### config.mk
export PLATFORM = sky130hd
export DESIGN_NAME = sprite_cmd_sequencer
export DESIGN_NICKNAME = d
export VERILOG_FILES = /design/src/rtl/sprite_cmd_pkg.sv /design/src/rtl/cmd_fifo.sv /design/src/rtl/sprite_cmd_sequencer.sv
export SDC_FILE = /design/constraint.sdc
export NUM_CORES = 1
export LEC_CHECK = 0
export CORE_MARGIN = 4
export CORE_UTILIZATION = 46
export DETAILED_ROUTE_END_ITERATION = 10
export SKIP_CTS_REPAIR_TIMING = 1
export SYNTH_ARGS = -nofsm -noshare
export SYNTH_HDL_FRONTEND = slang
export SYNTH_SLANG_ARGS = --single-unit
### constraint.sdc
create_clock -name clk -period 5.3 [get_ports clk]
set_input_delay 0.795 -clock clk [delete_from_list [all_inputs] [get_ports clk]]
set_output_delay 0.795 -clock clk [all_outputs]
set_load 0.01 [all_outputs]
### src/rtl/sprite_cmd_pkg.sv
// Command-word layout, action codes, component IDs and sequencer states shared
// by the sprite command sequencer and the sprite display blocks.
package sprite_cmd_pkg;

   localparam int CMD_W       = 32;
   localparam int COMP_LSB    = 26;
   localparam int COMP_W      = 6;
   localparam int ACTION_LSB  = 17;
   localparam int ACTION_W    = 4;
   localparam int TYPE_LSB    = 14;
   localparam int TYPE_W      = 3;
   localparam int BUF_BIT     = 13;
   localparam int DATA_W      = 13;

   typedef struct packed {
      logic [5:0]  component;
      logic [4:0]  reserved;
      logic [3:0]  action;
      logic [2:0]  action_type;
      logic        buffer;
      logic [12:0] data;
   } sprite_cmd_t;

   localparam logic [3:0] ACTION_NOP   = 4'h0;
   localparam logic [3:0] ACTION_WRITE = 4'h1;
   localparam logic [3:0] ACTION_SWAP  = 4'hF;

   localparam logic [5:0] COMPONENT_ID_SPRITE_0 = 6'd0;
   localparam logic [5:0] COMPONENT_ID_SPRITE_1 = 6'd1;
   localparam logic [5:0] COMPONENT_ID_SPRITE_2 = 6'd2;
   localparam logic [5:0] COMPONENT_ID_SPRITE_3 = 6'd3;
   localparam logic [5:0] COMPONENT_ID_SPRITE_4 = 6'd4;
   localparam logic [5:0] COMPONENT_ID_SPRITE_5 = 6'd5;
   localparam logic [5:0] COMPONENT_ID_SPRITE_6 = 6'd6;
   localparam logic [5:0] COMPONENT_ID_SPRITE_7 = 6'd7;
   localparam logic [5:0] COMPONENT_ID_SPRITE_8 = 6'd8;
   localparam logic [5:0] COMPONENT_ID_SPRITE_9 = 6'd9;
   localparam logic [5:0] COMPONENT_ID_SPRITE_10 = 6'd10;

   typedef enum logic [0:0] {
      ST_DRAIN   = 1'b0,
      ST_WAIT_VB = 1'b1
   } seq_state_t;

   function automatic sprite_cmd_t make_swap_cmd(input logic back_buf);
      sprite_cmd_t c;
      c        = sprite_cmd_t'(32'h0000_0000);
      c.action = ACTION_SWAP;
      c.buffer = back_buf;
      return c;
   endfunction

   // The host's buffer bit is never trusted: every write lands in the back buffer.
   function automatic sprite_cmd_t to_back_buffer(input sprite_cmd_t c, input logic back_buf);
      sprite_cmd_t r;
      r        = c;
      r.buffer = back_buf;
      return r;
   endfunction

endpackage

### src/rtl/cmd_fifo.sv
// Synchronous FIFO with combinational head, full/empty/count status and
// simultaneous push/pop at any occupancy (including full).
module cmd_fifo #(
   parameter int DEPTH = 16,
   parameter int WIDTH = 32,
   localparam int AW   = $clog2(DEPTH),
   localparam int CW   = AW + 1
) (
   input  logic             clk,
   input  logic             reset,
   input  logic             push,
   input  logic [WIDTH-1:0] push_data,
   input  logic             pop,
   output logic [WIDTH-1:0] head,
   output logic             full,
   output logic             empty,
   output logic [CW-1:0]    count
);

   logic [WIDTH-1:0] mem_r [DEPTH];
   logic [AW-1:0]    wr_ptr_r;
   logic [AW-1:0]    rd_ptr_r;
   logic [CW-1:0]    count_r;
   logic             push_ok_s;
   logic             pop_ok_s;

   assign full      = (count_r == CW'(DEPTH));
   assign empty     = (count_r == {CW{1'b0}});
   assign count     = count_r;
   assign head      = mem_r[rd_ptr_r];
   assign pop_ok_s  = pop && !empty;
   assign push_ok_s = push && (!full || pop_ok_s);

   // Storage array; contents need no reset since count gates visibility.
   always_ff @(posedge clk) begin
      if (push_ok_s) begin
         mem_r[wr_ptr_r] <= push_data;
      end
   end

   // Pointer and occupancy bookkeeping.
   always_ff @(posedge clk) begin
      if (reset) begin
         wr_ptr_r <= {AW{1'b0}};
         rd_ptr_r <= {AW{1'b0}};
         count_r  <= {CW{1'b0}};
      end else begin
         if (push_ok_s) wr_ptr_r <= wr_ptr_r + AW'(1);
         if (pop_ok_s)  rd_ptr_r <= rd_ptr_r + AW'(1);
         case ({push_ok_s, pop_ok_s})
            2'b10:   count_r <= count_r + CW'(1);
            2'b01:   count_r <= count_r - CW'(1);
            default: count_r <= count_r;
         endcase
      end
   end

endmodule

### src/rtl/sprite_cmd_sequencer.sv
// Buffers host sprite commands, broadcasts them into the back buffer one per
// cycle, and converts commits into a single vblank-aligned buffer swap per frame.
// Optional status readback port is enabled by defining SEQ_STATUS_EN.
module sprite_cmd_sequencer #(
   parameter int FIFO_DEPTH = 16,
   parameter int V_ACTIVE   = 480,
   parameter int V_TOTAL    = 525
) (
   input  logic        clk,
   input  logic        reset,
   input  logic        avs_write,
   input  logic        avs_chipselect,
   input  logic [31:0] avs_writedata,
   output logic        avs_waitrequest,
   input  logic [9:0]  vcount,
   output logic [31:0] writedata,
   output logic        front_buffer
`ifdef SEQ_STATUS_EN
   ,
   input  logic        avs_read,
   output logic [31:0] avs_readdata
`endif
);

   import sprite_cmd_pkg::*;

   localparam int         CNT_W          = $clog2(FIFO_DEPTH) + 1;
   localparam logic [9:0] V_FIRST_BLANK  = 10'(V_ACTIVE);
   localparam logic [9:0] V_LAST_BLANK   = 10'(V_TOTAL - 2);

   seq_state_t        state_r;
   seq_state_t        state_nxt_s;
   logic [31:0]       writedata_r;
   logic [31:0]       wd_nxt_s;
   logic              front_r;
   logic              swap_armed_r;
   logic              swap_s;
   logic              pop_s;
   logic              push_s;
   logic              vblank_s;
   logic [31:0]       fifo_head_s;
   sprite_cmd_t       head_s;
   logic              fifo_full_s;
   logic              fifo_empty_s;
   logic [CNT_W-1:0]  fifo_count_s;

   assign vblank_s        = (vcount >= V_FIRST_BLANK) && (vcount <= V_LAST_BLANK);
   assign push_s          = avs_write && avs_chipselect && !fifo_full_s;
   assign head_s          = sprite_cmd_t'(fifo_head_s);
   assign avs_waitrequest = (fifo_count_s == CNT_W'(FIFO_DEPTH));
   assign writedata       = writedata_r;
   assign front_buffer    = front_r;

   cmd_fifo #(
      .DEPTH (FIFO_DEPTH),
      .WIDTH (32)
   ) u_fifo (
      .clk       (clk),
      .reset     (reset),
      .push      (push_s),
      .push_data (avs_writedata),
      .pop       (pop_s),
      .head      (fifo_head_s),
      .full      (fifo_full_s),
      .empty     (fifo_empty_s),
      .count     (fifo_count_s)
   );

   // Next-state, pop and broadcast-word selection.
   always_comb begin
      state_nxt_s = state_r;
      wd_nxt_s    = 32'h0000_0000;
      pop_s       = 1'b0;
      swap_s      = 1'b0;
      case (state_r)
         ST_DRAIN: begin
            if (fifo_empty_s) begin
               wd_nxt_s = 32'h0000_0000;
            end else if (head_s.action == ACTION_SWAP) begin
               pop_s       = 1'b1;
               state_nxt_s = ST_WAIT_VB;
            end else begin
               pop_s    = 1'b1;
               wd_nxt_s = to_back_buffer(head_s, ~front_r);
            end
         end
         ST_WAIT_VB: begin
            // Queue stays frozen so post-commit writes cannot hit the old back buffer.
            if (vblank_s && swap_armed_r) begin
               swap_s      = 1'b1;
               wd_nxt_s    = make_swap_cmd(~front_r);
               state_nxt_s = ST_DRAIN;
            end else begin
               state_nxt_s = ST_WAIT_VB;
            end
         end
         default: begin
            state_nxt_s = ST_DRAIN;
         end
      endcase
   end

   // State, broadcast register, displayed buffer and once-per-frame swap arming.
   always_ff @(posedge clk) begin
      if (reset) begin
         state_r      <= ST_DRAIN;
         writedata_r  <= 32'h0000_0000;
         front_r      <= 1'b0;
         swap_armed_r <= 1'b1;
      end else begin
         state_r     <= state_nxt_s;
         writedata_r <= wd_nxt_s;
         front_r     <= swap_s ? ~front_r : front_r;
         if (!vblank_s) begin
            swap_armed_r <= 1'b1;
         end else if (swap_s) begin
            swap_armed_r <= 1'b0;
         end else begin
            swap_armed_r <= swap_armed_r;
         end
      end
   end

`ifdef SEQ_STATUS_EN
   logic [15:0] swap_count_r;
   logic [31:0] readdata_r;

   assign avs_readdata = readdata_r;

   // Frame swap counter and registered status readback.
   always_ff @(posedge clk) begin
      if (reset) begin
         swap_count_r <= 16'h0000;
         readdata_r   <= 32'h0000_0000;
      end else begin
         swap_count_r <= swap_s ? swap_count_r + 16'd1 : swap_count_r;
         if (avs_read && avs_chipselect) begin
            readdata_r <= {swap_count_r, 7'b000_0000, front_r,
                           (state_r == ST_WAIT_VB), 7'(fifo_count_s)};
         end else begin
            readdata_r <= readdata_r;
         end
      end
   end
`endif

endmodule

==> results.md <==
- The final-stage net count is 1090.
- The synthesized netlist occupies a cell area of 20680 sq um.
- Yosys instantiated no cell more often than edfxtp_1.
- The cell depth of the worst hold path is 1.
- In this run the register-to-register setup slack is 2060 ps.
- For the final database, setup skew stands at 14.27 ps.
- The number of cells in the finished layout apart from fillers is 1673.
- The portion of the post-synthesis area used by sequential elements is 77.07%.
- The yosys synthesis warning count is 0.
- In this run the worst path has a maximum fanout of 9.
- The signal on the critical path passes through clkdlybuf4s50_1 > nand2_1 > a21oi_1 > inv_1 > ha_1 > xor2_1 > ha_1 > a21boi_0 > o221ai_1 > a21o_1 > nand3b_1 > mux2_2.
- The antenna diode count is 0.
- The H-tree generated during clock tree synthesis spans 2 levels.
- Summed over all nets, the half-perimeter wirelength after detailed placement is 22960 um.
- The cell row count is 77.
- For this block, the via count after detailed routing is 9351.
- The worst path buffer plus inverter count is 2.
- The area enclosed by the die boundary is 48410 sq um.
- The start-to-end type of the worst setup path is primary input to register.
- In this run, synthesis inferred 496 flip-flops with an integrated enable.
- The worst endpoint data arrival time is 3820 ps.
- Setup repair after global routing left no endpoint under its margin.
- After synthesis, the most frequently instantiated cells are edfxtp_1 (496), mux4_2 (142), dfxtp_1 (52).
- The worst reg2reg path endpoint is u_fifo.count[4]$_SDFFE_PP0P_.
- The count of nets left with antenna violations once routing finished came out at 0.
- The first global-routing pass estimated 63490 um of wire.
- The top cell type by total area after synthesis is edfxtp_1.
- During placement, the flow inserted port buffers numbering 76.
- The synthesized flop and latch total is 548.
- Across the VDD grid, the largest voltage drop is 0.0002479 V.
- Once the floorplan was initialized, standard cells occupied 46.66% of the core.
- The worst setup path is launched from a primary input.
- The maximum clock frequency is 0.3003 GHz.
- The final-report max-slew violation count is 0.
- For the finished layout, the period the worst path requires is 3330 ps.
- The die is 220.0 um wide.
- The actual slew at the worst max-slew pin is 1057 ps.
- Summed over all layers, the global routing overflow is 0.
- Clock tree synthesis found a total of 548 sinks.
- The final routed wire length divided by cell count is 25.17 um.
- Counting tap cells, the placed design contains a total of 1570 instances.
- The worst pin sits at a relative slew slack of 29.54%.
- The via count of the first global-routing pass is 9896.
- In this run the vertical extent of the chip is 220.0 um.
- After layout, the worst path uses 62.84% of the clock period.
- The maximum buffer depth of the clock tree is 3.
- The weighted congestion reported at the end of routability-driven placement is 0.6997.
- The clock-pin slew of the registers on the worst-case setup and hold paths is 60 ps.
- STA puts the critical path data required time at 5780 ps.
- The run finished with clean final reports.
- For this design, the slowest cell found on the critical path is a21oi_1.
- The number of setup violations in the final report is 0.
- The power per cell area is 448.5 nW/um^2.
- The combined global-route utilization of all metal layers is 17.94%.
- The fraction of synthesized cell area taken by the top area cell type is 72.03%.
- The number of antenna violations at the first check in global routing is 1.
- In this run the number of cells on the critical path is 12.
- The pin count of the biggest net entering global routing is 62.
- The distinct cell type count after synthesis is 41.
- The reg-to-reg startpoint is u_fifo.count[2]$_SDFFE_PP0P_.
- The worst hold path terminates at writedata[13]$_SDFF_PP0_.
- In this run the worst hold path is classified as register to register.
- The total DRC errors in the routed layout is 0.
- In this design, the largest share of critical-path delay is due to compound AO/OA/AOI/OAI gates.
- The kind of capture point of the worst setup path is a register.
- The commonest register cell after synthesis is edfxtp_1.
- The number of cells on the worst reg-to-reg path is 11.
- Max-cap violations in this run came to 0.
- The async set or reset register ratio after synthesis is 0%.
- Sorting the synthesized cells by area gives the leading types as edfxtp_1 (72%), mux4_2 (15%), dfxtp_1 (5.0%), mux4_1 (1.1%), nor2b_1 (0.70%).
- The average instance in the mapped netlist occupies 22.57 sq um.
- The root buffer cell is clkbuf_16.
- The static power due to leakage is 7.521 nW.
- Wires add up to 42110 um.
- The per-cell via count in the routed design is 5.589.
- For this design the top-level I/O count stands at 80.
- The layout overhead on the synthesized area is 16.56%.
- Adding up every negative setup slack in the final design gives 0 ps.
- The number of nets in the synthesized netlist is 971.
- The share of cells above drive strength 1 is 25.07%.
- Clock tree synthesis inserted a total of 55 buffers.
- On the worst path, the slowest cell contributes a delay of 670 ps.
- The detailed-router iteration count before antenna repair is 4.
- In this run the most critical hold path is launched from front_buffer$_SDFFE_PP0P_.
- The core region is 44320 sq um.
- The cell count after synthesis came out at 916.
- The number of DRC violations after detailed-routing iteration 0 is 868.
- The TritonCTS clock tree is built.
- The number of endpoints with negative hold slack in the final report is 0.
- The later pin in the worst-skew pair is clocked with a latency of 600 ps.
- The cell seen most often among critical-path stages is ha_1.
==> area by class of cell <==
type	count	area [sq um]
Fill cell	3428	20220
Sequential cell	548	15950
Multi-Input combinational cell	318	4589
Clock buffer	68	1435
Timing Repair Buffer	104	1021
Tap cell	592	740.7
Clock inverter	35	337.8
Inverter	8	30.03
==> sequential cells by signal, indices dropped and copies added (netlist names), named ones only <==
| signal | cells |
|---|---|
| state_r | 1 |
| u_fifo.mem_r | 496 |
| u_fifo.rd_ptr_r | 4 |
| writedata | 32 |
| front_buffer | 1 |
| u_fifo.wr_ptr_r | 4 |
| swap_armed_r | 1 |
| u_fifo.count | 5 |
==> metal layers <==
layer | part of all wire [%] | GRT usage, % | up-vias
met5 | 0.031 | 0 | -
met4 | 1.6 | 3.789 | 2
met3 | 4.4 | 3.530 | 56
met2 | 49 | 28.68 | 189
met1 | 45 | 26.14 | 5027
li1 | - | - | 4077
==> stage by stage <==
step	cell area, sq um	setup WS (ps)	util (%)	hold WS [ps]	power [W]
after global routing	24100	1762	54.38	509.8	0.01130
after floorplan	20680	1212	-	458.4	0.006514
final	24100	1970	54.38	484.2	0.01081
after global placement	22330	1379	50.38	473.4	0.007142
after detailed placement	22330	1385	50.38	480.3	0.007147
after CTS	24100	2023	54.38	494.4	0.01096
==> cells in the final DEF, fill, tap and decap left out, drive strengths merged, types with 2 or more instances in the layout <==
master | synthesis | layout
bufinv | 0 | 6
and2b | 7 | 7
mux2i | 2 | 2
clkdlybuf4s50 | 0 | 76
and4 | 4 | 4
nor3 | 6 | 6
ha | 9 | 9
o311ai | 4 | 4
xnor2 | 2 | 2
o21a | 2 | 2
nor2b | 23 | 23
nor4 | 2 | 2
inv | 8 | 12
xor2 | 8 | 8
nand3b | 3 | 3
buf | 30 | 28
o21ai | 3 | 3
edfxtp | 496 | 496
a21oi | 8 | 8
clkbuf | 12 | 68
a21boi | 2 | 2
nand2 | 28 | 28
nand2b | 2 | 2
nor2 | 29 | 29
nand4 | 7 | 7
mux4 | 151 | 151
clkinv | 0 | 25
nand3 | 5 | 5
dfxtp | 52 | 52
==> worst register-to-register path, cell delays in order, from the launching register on <==
cell and delay (ps):
dfxtp_1 460, nor4_1 130, a21oi_1 720, inv_1 160, ha_1 350, xor2_1 170
ha_1 200, a21boi_0 180, o221ai_1 160, a21o_1 200, nand3b_1 80, mux2_2 330
==> report_power, final <==
part	switching, W	total (W)	internal (W)
clock	0.00158	0.00380	0.00222
sequential	0.000230	0.00512	0.00489
combinational	0.000788	0.00189	0.00110
==> kinds of logic (layout without fill, tap and decap cells) <==
| logic type | after synthesis | after routing | synth area share, % |
|---|---|---|---|
| AOI/OAI and AO/OA | 25 | 25 | 0.9198 |
| xor gates and xnor gates | 10 | 10 | 0.4236 |
| adders and majority gates | 9 | 9 | 0.5446 |
| buffers and inverters | 50 | 215 | 1.271 |
| DFF | 548 | 548 | 77.07 |
| muxes | 154 | 154 | 16.76 |
| and+or+nand+nor | 120 | 120 | 3.013 |
==> worst max path at each step <==
stage,slack (ps),end,from
6_report,1970,u_fifo.count[4]$_SDFFE_PP0P_,avs_write
5_1_grt,1760,u_fifo.count[4]$_SDFFE_PP0P_,u_fifo.count[2]$_SDFFE_PP0P_
4_1_cts,2020,u_fifo.count[4]$_SDFFE_PP0P_,avs_write
3_5_place_dp,1380,u_fifo.count[4]$_SDFFE_PP0P_,avs_write
3_3_place_gp,1380,u_fifo.count[4]$_SDFFE_PP0P_,avs_write
2_1_floorplan,1210,u_fifo.mem_r[3][0]$_DFFE_PP_,avs_write
Power figures use the tool's default switching activity.
